==> src/rtl/pipe_ctrl_pkg.sv <==
// Shared constants, FSM state type and match helper for the pipeline hazard controller.
package pipe_ctrl_pkg;

    localparam logic [1:0] FWD_RF  = 2'b00;
    localparam logic [1:0] FWD_WB  = 2'b01;
    localparam logic [1:0] FWD_MEM = 2'b10;

    localparam logic [4:0] REG_ZERO = 5'd0;

    typedef enum logic [0:0] {
        RUN   = 1'b0,
        MWAIT = 1'b1
    } state_t;

    // Producer/consumer match; register 0 is hardwired and never matches.
    function automatic logic reg_hit(input logic       we,
                                     input logic [4:0] dst,
                                     input logic [4:0] src);
        return we && (dst != REG_ZERO) && (dst == src);
    endfunction

endpackage

==> src/rtl/pipe_fwd_unit.sv <==
// Combinational forwarding-select generation for the Decode comparator and Execute operands.
module pipe_fwd_unit
    import pipe_ctrl_pkg::*;
(
    input  logic [4:0] i_rs_d,
    input  logic [4:0] i_rt_d,
    input  logic [4:0] i_rs_e,
    input  logic [4:0] i_rt_e,
    input  logic [4:0] i_write_reg_m,
    input  logic [4:0] i_write_reg_w,
    input  logic       i_reg_write_m,
    input  logic       i_reg_write_w,
    output logic       o_fwd_ad,
    output logic       o_fwd_bd,
    output logic [1:0] o_fwd_ae,
    output logic [1:0] o_fwd_be
);

    always_comb begin
        o_fwd_ae = FWD_RF;
        if (reg_hit(i_reg_write_m, i_write_reg_m, i_rs_e))
            o_fwd_ae = FWD_MEM;
        else if (reg_hit(i_reg_write_w, i_write_reg_w, i_rs_e))
            o_fwd_ae = FWD_WB;

        o_fwd_be = FWD_RF;
        if (reg_hit(i_reg_write_m, i_write_reg_m, i_rt_e))
            o_fwd_be = FWD_MEM;
        else if (reg_hit(i_reg_write_w, i_write_reg_w, i_rt_e))
            o_fwd_be = FWD_WB;

        o_fwd_ad = reg_hit(i_reg_write_m, i_write_reg_m, i_rs_d);
        o_fwd_bd = reg_hit(i_reg_write_m, i_write_reg_m, i_rt_d);
    end

endmodule

==> src/rtl/pipe_hazard_ctrl.sv <==
// Hazard/stall controller for the 5-stage pipeline with a memory wait-state FSM and timeout.
// Optional HAZ_PERF_EN adds saturating stall-cycle and flush counters.
module pipe_hazard_ctrl
    import pipe_ctrl_pkg::*;
#(
    parameter int unsigned MEM_TIMEOUT = 15,
    parameter int unsigned CNT_W       = 4
) (
    input  logic       clk,
    input  logic       rst,
    input  logic [4:0] RsD,
    input  logic [4:0] RtD,
    input  logic [4:0] RsE,
    input  logic [4:0] RtE,
    input  logic [4:0] WriteRegE,
    input  logic [4:0] WriteRegM,
    input  logic [4:0] WriteRegW,
    input  logic       RegWriteE,
    input  logic       RegWriteM,
    input  logic       RegWriteW,
    input  logic       MemtoRegE,
    input  logic       MemtoRegM,
    input  logic       BranchD,
    input  logic       PCSrcD,
    input  logic       MemAccessM,
    input  logic       mem_ready,
    output logic       StallF,
    output logic       StallD,
    output logic       StallE,
    output logic       StallM,
    output logic       FlushD,
    output logic       FlushE,
    output logic       FlushW,
    output logic       ForwardAD,
    output logic       ForwardBD,
    output logic [1:0] ForwardAE,
    output logic [1:0] ForwardBE,
`ifdef HAZ_PERF_EN
    output logic [31:0] perf_stall_cyc,
    output logic [31:0] perf_flush_cnt,
`endif
    output logic       mem_err
);

    state_t           r_state;
    logic [CNT_W-1:0] r_wait_cnt;
    logic             r_mem_err;

    logic       w_fwd_ad;
    logic       w_fwd_bd;
    logic [1:0] w_fwd_ae;
    logic [1:0] w_fwd_be;
    logic       w_lwstall;
    logic       w_brstall;
    logic       w_tmo;
    logic       w_memstall;

    pipe_fwd_unit u_fwd (
        .i_rs_d        (RsD),
        .i_rt_d        (RtD),
        .i_rs_e        (RsE),
        .i_rt_e        (RtE),
        .i_write_reg_m (WriteRegM),
        .i_write_reg_w (WriteRegW),
        .i_reg_write_m (RegWriteM),
        .i_reg_write_w (RegWriteW),
        .o_fwd_ad      (w_fwd_ad),
        .o_fwd_bd      (w_fwd_bd),
        .o_fwd_ae      (w_fwd_ae),
        .o_fwd_be      (w_fwd_be)
    );

    assign w_lwstall  = MemtoRegE && ((RtE == RsD) || (RtE == RtD));
    assign w_brstall  = BranchD &&
                        (reg_hit(RegWriteE, WriteRegE, RsD) || reg_hit(RegWriteE, WriteRegE, RtD) ||
                         reg_hit(MemtoRegM, WriteRegM, RsD) || reg_hit(MemtoRegM, WriteRegM, RtD));
    assign w_tmo      = (r_state == MWAIT) && (r_wait_cnt == CNT_W'(MEM_TIMEOUT));
    assign w_memstall = MemAccessM && !mem_ready && !w_tmo;

    always_comb begin
        StallF    = 1'b0;
        StallD    = 1'b0;
        StallE    = 1'b0;
        StallM    = 1'b0;
        FlushD    = 1'b0;
        FlushE    = 1'b0;
        FlushW    = 1'b0;
        ForwardAD = 1'b0;
        ForwardBD = 1'b0;
        ForwardAE = FWD_RF;
        ForwardBE = FWD_RF;
        if (!rst) begin
            ForwardAD = w_fwd_ad;
            ForwardBD = w_fwd_bd;
            ForwardAE = w_fwd_ae;
            ForwardBE = w_fwd_be;
            if (w_memstall) begin
                StallF = 1'b1;
                StallD = 1'b1;
                StallE = 1'b1;
                StallM = 1'b1;
                FlushW = 1'b1;
            end else if (w_tmo) begin
                // Aborted access must not reach the register file.
                FlushW = 1'b1;
            end else if (w_lwstall || w_brstall) begin
                StallF = 1'b1;
                StallD = 1'b1;
                FlushE = 1'b1;
            end else if (PCSrcD) begin
                FlushD = 1'b1;
            end
        end
    end

    always_ff @(posedge clk) begin
        if (rst) begin
            r_state    <= RUN;
            r_wait_cnt <= '0;
            r_mem_err  <= 1'b0;
        end else begin
            case (r_state)
                RUN: begin
                    if (w_memstall) begin
                        r_state    <= MWAIT;
                        r_wait_cnt <= CNT_W'(1);
                    end else begin
                        r_wait_cnt <= '0;
                    end
                end
                MWAIT: begin
                    if (!MemAccessM || mem_ready) begin
                        r_state    <= RUN;
                        r_wait_cnt <= '0;
                    end else if (w_tmo) begin
                        r_state    <= RUN;
                        r_wait_cnt <= '0;
                        r_mem_err  <= 1'b1;
                    end else begin
                        r_wait_cnt <= r_wait_cnt + 1'b1;
                    end
                end
                default: begin
                    r_state    <= RUN;
                    r_wait_cnt <= '0;
                end
            endcase
        end
    end

    assign mem_err = r_mem_err;

`ifdef HAZ_PERF_EN
    logic [31:0] r_perf_stall;
    logic [31:0] r_perf_flush;

    always_ff @(posedge clk) begin
        if (rst) begin
            r_perf_stall <= '0;
            r_perf_flush <= '0;
        end else begin
            if (StallF && (r_perf_stall != '1))
                r_perf_stall <= r_perf_stall + 32'd1;
            if ((FlushD || FlushE) && (r_perf_flush != '1))
                r_perf_flush <= r_perf_flush + 32'd1;
        end
    end

    assign perf_stall_cyc = r_perf_stall;
    assign perf_flush_cnt = r_perf_flush;
`endif

endmodule

==> config.mk <==
export PLATFORM = sky130hd
export DESIGN_NAME = pipe_hazard_ctrl
export DESIGN_NICKNAME = d
export VERILOG_FILES = /design/src/rtl/pipe_ctrl_pkg.sv /design/src/rtl/pipe_fwd_unit.sv /design/src/rtl/pipe_hazard_ctrl.sv
export SDC_FILE = /design/constraint.sdc
export NUM_CORES = 1
export LEC_CHECK = 0
export BUFFER_PORTS_ARGS = -buffer_cell sky130_fd_sc_hd__buf_2
export CAP_MARGIN = 20
export CORE_MARGIN = 2
export CORE_UTILIZATION = 40
export DETAILED_ROUTE_END_ITERATION = 7
export GPL_TIMING_DRIVEN = 0
export PLACE_DENSITY = 0.76
export SLEW_MARGIN = 25
export SYNTH_ARGS = -nofsm -noshare
export SYNTH_HDL_FRONTEND = slang
export SYNTH_SLANG_ARGS = --single-unit
==> constraint.sdc <==
create_clock -name clk -period 2.3 [get_ports clk]
set_input_delay 0.345 -clock clk [delete_from_list [all_inputs] [get_ports clk]]
set_output_delay 0.345 -clock clk [all_outputs]
set_load 0.005 [all_outputs]
==> impl_metrics.tcl, run 1 <==
set metrics [dict create \
    setup_tns_ns 0 \
    dpl.cell_count 203 \
    crit_path_end_kind "output pin" \
    finClkSkew_ns 0.000633 \
    drc 0 \
    finalMaxSlewViolations 0 \
    r2r_slack_ns 0.95 \
    via_per_inst 5.10 \
    hold_depth 2 \
    area_delta_synth_final_pct 35.3 \
    worst_path_max_delay_cell "or4_4" \
    powerDensity_nw_per_um2 303 \
    crit_type "in2out" \
    r2r_end "r_wait_cnt[3]" \
    core_um2 2230 \
    gp_congestion 0.831 \
    ys_ff_latch 6 \
    cp_top_family "simple AND/OR/NAND/NOR gates" \
    setup-violations-final 0 \
    grt_pass1_vias 1011 \
    hold_violations 0 \
    cts_tree "done" \
    grt_pass1_wl_um 4150 \
    syn-num-nets 168 \
    rsz0062_at_grt "false" \
    syn-cell-area_um2 952 \
    via_count 1055 \
    ys_types 28 \
    die-area_um2 2790 \
    cp_num_cells 8 \
    fin_nets 228 \
    stdcell_count 207 \
    synth-seq-area-share_pct 12.6 \
    io_pins 60 \
    cts_buffer_depth 2 \
    path_common_cell "buf_2" \
    worst_ep_required_time_ns 1.96 \
    grt_usage_pct 19.6 \
    period_share_pct 95.8 \
    fin_area_um2 1290 \
    grt_max_degree 9 \
    power.leakage_nw 0.589 \
    rr_startpoint "r_wait_cnt[0]" \
    gr-total-overflow 0 \
    cts_sinks 6 \
    cp-startpoint "WriteRegM[3]" \
    synth_top_flop_cell "dfxtp_1" \
    min-delay-start "rst" \
    period_needed_ns 2.20 \
    antenna_found_initial 0 \
    hold_path_class "in2reg" \
    critPathMaxFanout 5 \
    die_h_um 52.8 \
    finish.utilization_pct 57.7 \
    arrival_ns 1.86 \
    die_w_um 52.8 \
    rows 17 \
    port_buffers 54 \
    worstHoldEndpoint "mem_err" \
    root_buffer "clkbuf_4" \
    ant_nets 0 \
    wl_per_cell_um 12.6 \
    outcome "complete, no violations" \
    num-fill-cells 231 \
    worstPathCellList "buf_2 -> or4_4 -> o211ai_2 -> a21oi_1 -> a211oi_2 -> buf_4 -> and3_1 -> buf_2" \
    start_kind "primary input" \
    initial_core_util_pct 42.6 \
    antennaDiodeCount 0 \
    r2r.worst_path.cells 6 \
    synth-edff-count 0 \
    cts_made_buffers 3 \
    clkSlewWorstSetupHoldPaths_ns 0.04 \
    ys_async_sr_fraction_pct 0 \
    drive_gt1_share_pct 38.0 \
    max_slew.worst_pin.slew_ns 0.294 \
    max_freq_mhz 454 \
    syn_inst 121 \
    place_area_um2 1260 \
    worst_ir_drop_vdd_mv 0.214 \
    pre_cts_ws_ns 0.0825 \
    dp_hpwl_um 2300 \
    h-tree-depth 1 \
    clock_latency_ns 0.24 \
    critPathMaxStageDelay_ns 0.54 \
    synth_area_per_cell_um2 7.87 \
    drt_wl_total_um 2610 \
    cap_violations 0 \
    dr.pass1.iters 2 \
    drt-initial-drc-count 11 \
    slew-limit-headroom_pct 80.2 \
    setup_slack_ns 0.0976 \
    yosys_warnings 0 \
    crit_buf_inv 3 \
    hold_buffers 0 \
]
-- cells by family after synthesis --
kind of cell             share of synthesized area (%)
AND/OR/NAND/NOR                                   25.1
adder cells (fa/ha/maj)                           1.31
flip-flops                                        12.6
AO/OA/AOI/OAI                                     8.54
buffers and inverters                             4.60
XOR/XNOR                                          47.8
-- synth_stat cells (2+ instances only) --
cell type / n / area (µm²)
a21oi_1: 4 / 20.0
nor4_1: 4 / 25.0
and3_1: 2 / 12.5
nand3_1: 9 / 45.0
nor3_1: 8 / 40.0
nor2_1: 10 / 37.5
dfxtp_1: 6 / 120
clkbuf_1: 2 / 7.51
xnor2_1: 22 / 193
buf_2: 2 / 10.0
or4_1: 2 / 15.0
xor2_1: 30 / 263
buf_4: 2 / 15.0
nand2b_1: 2 / 12.5
nor2b_1: 2 / 12.5
and4_1: 2 / 17.5
-- cells in the final DEF, fill, tap and decap left out, drive strengths merged, types with 3 or more instances in the layout --
cell,n
a21oi,4
buf,60
clkbuf,5
dfxtp,6
nand3,9
nor2,10
nor3,8
nor4,4
or4,3
xnor2,22
xor2,30
-- worst max-delay path by stage --
stage / endpoint / slack (ns)
detailed placement: StallF / 0.08
floorplan: StallF / 0.30
global placement: StallF / 0.11
global route: FlushD / 0.03
CTS: StallF / 0.08
finish: FlushD / 0.1
-- power breakdown --
| part | switching [mW] | leakage, nW | internal [mW] |
|---|---|---|---|
| registers | 0.00161 | 0.0486 | 0.106 |
| clock network | 0.0356 | 0.0138 | 0.0589 |
| logic | 0.0944 | 0.527 | 0.0936 |
-- final cells by class --
cell class	instances	area [µm²]	share of cell area, %
Sequential cell	6	120	9.32
Multi-Input combinational cell	108	788	61.2
Timing Repair Buffer	55	278	21.6
Tap cell	28	35.0	2.72
Buffer	7	45.0	3.50
Clock buffer	3	22.5	1.75
-- worst register-to-register path: cells and delay by family, from the launching register on --
kind | cells | cell delay (ns)
DFF | 1 | 0.33
and+or+nand+nor | 5 | 0.73
adders and majority gates | 1 | 0.23
-- what timing repair did --
item                       4_1_cts  5_1_grt
gates resized for setup          0        2
buffers inserted                 0        1
setup endpoints to repair        0        1
-- registers in the layout (all words and copies together) (netlist names) --
register,count
mem_err,1
r_wait_cnt,4
r_state,1
-- stage by stage --
step	hold slack, ns	power [mW]
6_report	0.370	0.390
2_1_floorplan	0.417	0.212
3_3_place_gp	0.452	0.287
4_1_cts	0.371	0.392
3_5_place_dp	0.458	0.295
5_1_grt	0.393	0.416
-- per-layer routing --
layer / share of wire, % / GRT usage (%)
met2: 50 / 37.1
met5: 0 / 0
met1: 41 / 23.2
met4: 0.38 / 4.27
met3: 8.3 / 2.00
Note: power is estimated with default switching activity, not from simulation.
==> inputs of run 2 (changes only) <==
Clock period 2.3 ns to 2.2 ns, I/O delays scaled along.
==> impl_metrics.tcl, run 2 (same netlist as run 1, synthesis figures left out) <==
set metrics [dict create \
    outcome "complete, no violations" \
    cap_violations 0 \
    die-area_um2 2790 \
    num-fill-cells 225 \
    finish.utilization_pct 60.4 \
    cts_made_buffers 3 \
    gr-total-overflow 0 \
    arrival_ns 1.84 \
    wl_per_cell_um 12.9 \
    grt_pass1_wl_um 4150 \
    grt_pass1_vias 1011 \
    slew-limit-headroom_pct 77.8 \
    cp-startpoint "WriteRegM[3]" \
    cts_buffer_depth 2 \
    h-tree-depth 1 \
    die_h_um 52.8 \
    period_needed_ns 2.17 \
    critPathMaxStageDelay_ns 0.54 \
    hold_violations 0 \
    hold_buffers 0 \
    rr_startpoint "r_wait_cnt[0]" \
    io_pins 60 \
    largest_register_ffs 4 \
    cts_sinks 6 \
    crit_end "FlushD" \
    power.leakage_nw 0.613 \
    dr.pass1.iters 4 \
    drive_gt1_share_pct 40.4 \
    swShare_pct 33.8 \
    place_area_um2 1260 \
    antennaDiodeCount 0 \
    fin_nets 232 \
    clkPwrFrac_pct 23.9 \
    fin_area_um2 1350 \
    port_buffers 54 \
    worst_ir_drop_vdd_mv 0.240 \
    rsz0062_at_grt "true" \
    worst_ep_required_time_ns 1.87 \
    r2r_slack_ns 0.84 \
    seqPwrFrac_pct 26.6 \
    total_power_uw 422 \
    hold_path_class "in2reg" \
    p_switching_uw 142 \
    drc 0 \
    finClkSkew_ns 0.00151 \
    start_kind "primary input" \
    clkSlewWorstSetupHoldPaths_ns 0.04 \
    root_buffer "clkbuf_4" \
    r2r.worst_path.cells 6 \
    die_w_um 52.8 \
    worstPathCellList "buf_8 -> or4_4 -> o211ai_2 -> a21oi_2 -> a211oi_2 -> buf_4 -> and3_4 -> buf_6" \
    antenna_found_initial 0 \
    crit_buf_inv 3 \
    clock_latency_ns 0.24 \
    via_count 1081 \
    core_um2 2230 \
    cp_num_cells 8 \
    crit_type "in2out" \
    setup_slack_ns 0.0313 \
    powerDensity_nw_per_um2 312 \
    regMostFlops "r_wait_cnt" \
    via_per_inst 5.12 \
    power_frac_comb_pct 49.5 \
    drt_wl_total_um 2730 \
    max_slew.worst_pin.slew_ns 0.332 \
    setup-violations-final 0 \
    crit_path_end_kind "output pin" \
    grt_usage_pct 19.6 \
    rows 17 \
    critPathMaxFanout 4 \
    stdcell_count 211 \
    drt-initial-drc-count 14 \
    period_share_pct 98.6 \
    cp_top_family "simple AND/OR/NAND/NOR gates" \
    max_freq_mhz 461 \
    worst_path_max_delay_cell "or4_4" \
    r2r_end "r_wait_cnt[3]" \
    grt_max_degree 9 \
    initial_core_util_pct 42.6 \
    final_common_cell "buf_2" \
    gp_congestion 0.831 \
    finalMaxSlewViolations 0 \
    cts_tree "done" \
    dpl.cell_count 203 \
    setup_tns_ns 0 \
    p_int_uw 279 \
    ant_nets 0 \
    final_cell_mix "54 x buf_2, 30 x xor2_1, 22 x xnor2_1" \
    pre_cts_ws_ns 0.0125 \
    fin_hold_ws_ns 0.352 \
    dp_hpwl_um 2300 \
    area_delta_synth_final_pct 41.8 \
]
==> run 2: layout make-up <==
cell class / instances / area, µm² / area share (%)
buffer: 7 / 61.3 / 4.54
timing repair buffer: 59 / 314 / 23.3
sequential: 6 / 120 / 8.90
clock buffer: 3 / 22.5 / 1.67
multi-input combinational: 108 / 797 / 59.0
tap: 28 / 35.0 / 2.60
==> run 2: how the worst min path moves through the flow <==
stage | start | to | cells after the start
2_1_floorplan | rst | mem_err | 1
3_3_place_gp | mem_err | mem_err | 2
3_5_place_dp | mem_err | mem_err | 2
4_1_cts | rst | mem_err | 2
5_1_grt | rst | mem_err | 2
6_report | rst | mem_err | 2
==> run 2: timing repair <==
item	4_1_cts	5_1_grt
endpoints found under the hold margin	0	0
setup endpoints to repair	0	2
resized for setup	0	13
buffers inserted	0	5
==> run 2: power by group through the flow <==
| stage | clock network (mW) | logic [mW] | registers, mW |
|---|---|---|---|
| after CTS | 0.102 | 0.195 | 0.112 |
| after global placement | 0 | 0.186 | 0.114 |
| after detailed placement | 0 | 0.195 | 0.114 |
| final | 0.101 | 0.209 | 0.112 |
| after floorplan | 0 | 0.108 | 0.114 |
| after global routing | 0.106 | 0.230 | 0.112 |
==> run 2: routing by layer <==
| layer | track usage (%) | vias to the layer above | part of all wire, % |
|---|---|---|---|
| met3 | 2.00 | 2 | 7.7 |
| met1 | 23.2 | 495 | 40 |
| met5 | 0 | - | 0 |
| met2 | 37.1 | 42 | 52 |
| met4 | 4.27 | 0 | 0.51 |
| li1 | - | 542 | - |
==> inputs of run 3 (changes only) <==
Settings changed: CTS_BUF_LIST set to sky130_fd_sc_hd__clkbuf_8.
==> impl_metrics.tcl, run 3 (same netlist as run 1, synthesis figures left out) <==
set metrics [dict create \
    ant_nets 0 \
    power.leakage_nw 0.621 \
    clkSlewWorstSetupHoldPaths_ns 0.03 \
    hold_path_class "in2reg" \
    dr.pass1.iters 4 \
    grt_usage_pct 20.5 \
    drt_wl_total_um 2770 \
    period_share_pct 98.6 \
    crit_path_end_kind "output pin" \
    finalMaxSlewViolations 0 \
    antennaDiodeCount 0 \
    num-fill-cells 222 \
    via_count 1086 \
    grt_max_degree 9 \
    cap_violations 0 \
    gr-total-overflow 0 \
    io_pins 60 \
    worst_ep_required_time_ns 1.87 \
    arrival_ns 1.84 \
    regMostFlops "r_wait_cnt" \
    place_area_um2 1260 \
    critPathMaxFanout 4 \
    core_um2 2230 \
    max_slew.worst_pin.slew_ns 0.327 \
    total_power_uw 484 \
    gp_congestion 0.831 \
    via_per_inst 5.15 \
    antenna_found_initial 0 \
    grt_pass1_wl_um 4260 \
    die_w_um 52.8 \
    hold_violations 0 \
    crit_type "in2out" \
    initial_core_util_pct 42.6 \
    grt_pass1_vias 1015 \
    cts_made_buffers 3 \
    worst_ir_drop_vdd_mv 0.315 \
    hold_buffers 0 \
    finClkSkew_ns 0.00123 \
    final_cell_mix "54 x buf_2, 30 x xor2_1, 22 x xnor2_1" \
    clock_latency_ns 0.22 \
    setup_slack_ns 0.0314 \
    cts_sinks 6 \
    powerDensity_nw_per_um2 354 \
    max_freq_mhz 461 \
    cts_tree "done" \
    setup-violations-final 0 \
    finish.utilization_pct 61.3 \
    rows 17 \
    fin_area_um2 1370 \
    drc 0 \
    wl_per_cell_um 13.1 \
    outcome "complete, no violations" \
    die_h_um 52.8 \
    largest_register_ffs 4 \
    cts_buffer_depth 2 \
    area_delta_synth_final_pct 43.8 \
    fin_nets 232 \
    final_common_cell "buf_2" \
    drt-initial-drc-count 11 \
    rsz0062_at_grt "true" \
    pre_cts_ws_ns 0.0125 \
    dp_hpwl_um 2300 \
    setup_tns_ns 0 \
    drive_gt1_share_pct 40.4 \
    root_buffer "clkbuf_8" \
    die-area_um2 2790 \
    h-tree-depth 1 \
    port_buffers 54 \
    period_needed_ns 2.17 \
    slew-limit-headroom_pct 78.2 \
    start_kind "primary input" \
]
-- run 3: critical path: stages --
cell and delay [ns]:
buf_8 0.10, or4_4 0.54, o211ai_2 0.19, a21oi_2 0.05, a211oi_2 0.22, buf_4 0.15
and3_4 0.16, buf_6 0.09
-- run 3: stage by stage --
stage | instances | hold WS [ns]
6_report | 211 | 0.377
4_1_cts | 206 | 0.377
3_5_place_dp | 203 | 0.458
3_3_place_gp | 203 | 0.452
2_1_floorplan | 121 | 0.402
5_1_grt | 211 | 0.395
-- run 3: routing by layer --
layer  GRT usage, %  share of wire (%)
met1           23.6                 40
met4           5.56               0.87
met2           37.9                 51
met5              0                  0
met3           3.71                8.2
-- run 3: where the power goes --
part / total (mW) / internal (mW) / switching, mW
registers: 0.113 / 0.111 / 0.00161
logic: 0.209 / 0.107 / 0.102
clock network: 0.163 / 0.117 / 0.0453
-- run 3: final cells by class --
class / count / area, µm² / share of cell area (%)
multi-input cells: 108 / 797 / 58.2
plain buffers: 7 / 61.3 / 4.48
flip-flops and latches: 6 / 120 / 8.78
clock buffers: 3 / 41.3 / 3.02
well taps: 28 / 35.0 / 2.56
repair buffers: 59 / 314 / 22.9
-- run 3: repair_timing --
| action | in CTS | in global routing |
|---|---|---|
| resized for setup | 0 | 13 |
| endpoints found under the hold margin | 0 | 0 |
| setup buffers | 0 | 5 |
| endpoints found under the setup margin | 0 | 2 |
-- run 3: final timing paths --
kind | from | end | slack [ns] | cells past startpoint
setup / recovery | WriteRegM[3] | FlushD | 0.03 | 8
setup reg to reg | r_wait_cnt[0] | r_wait_cnt[3] | 0.84 | 6
hold / removal | rst | mem_err | 0.38 | 2
hold reg to reg | mem_err | mem_err | 0.46 | 2
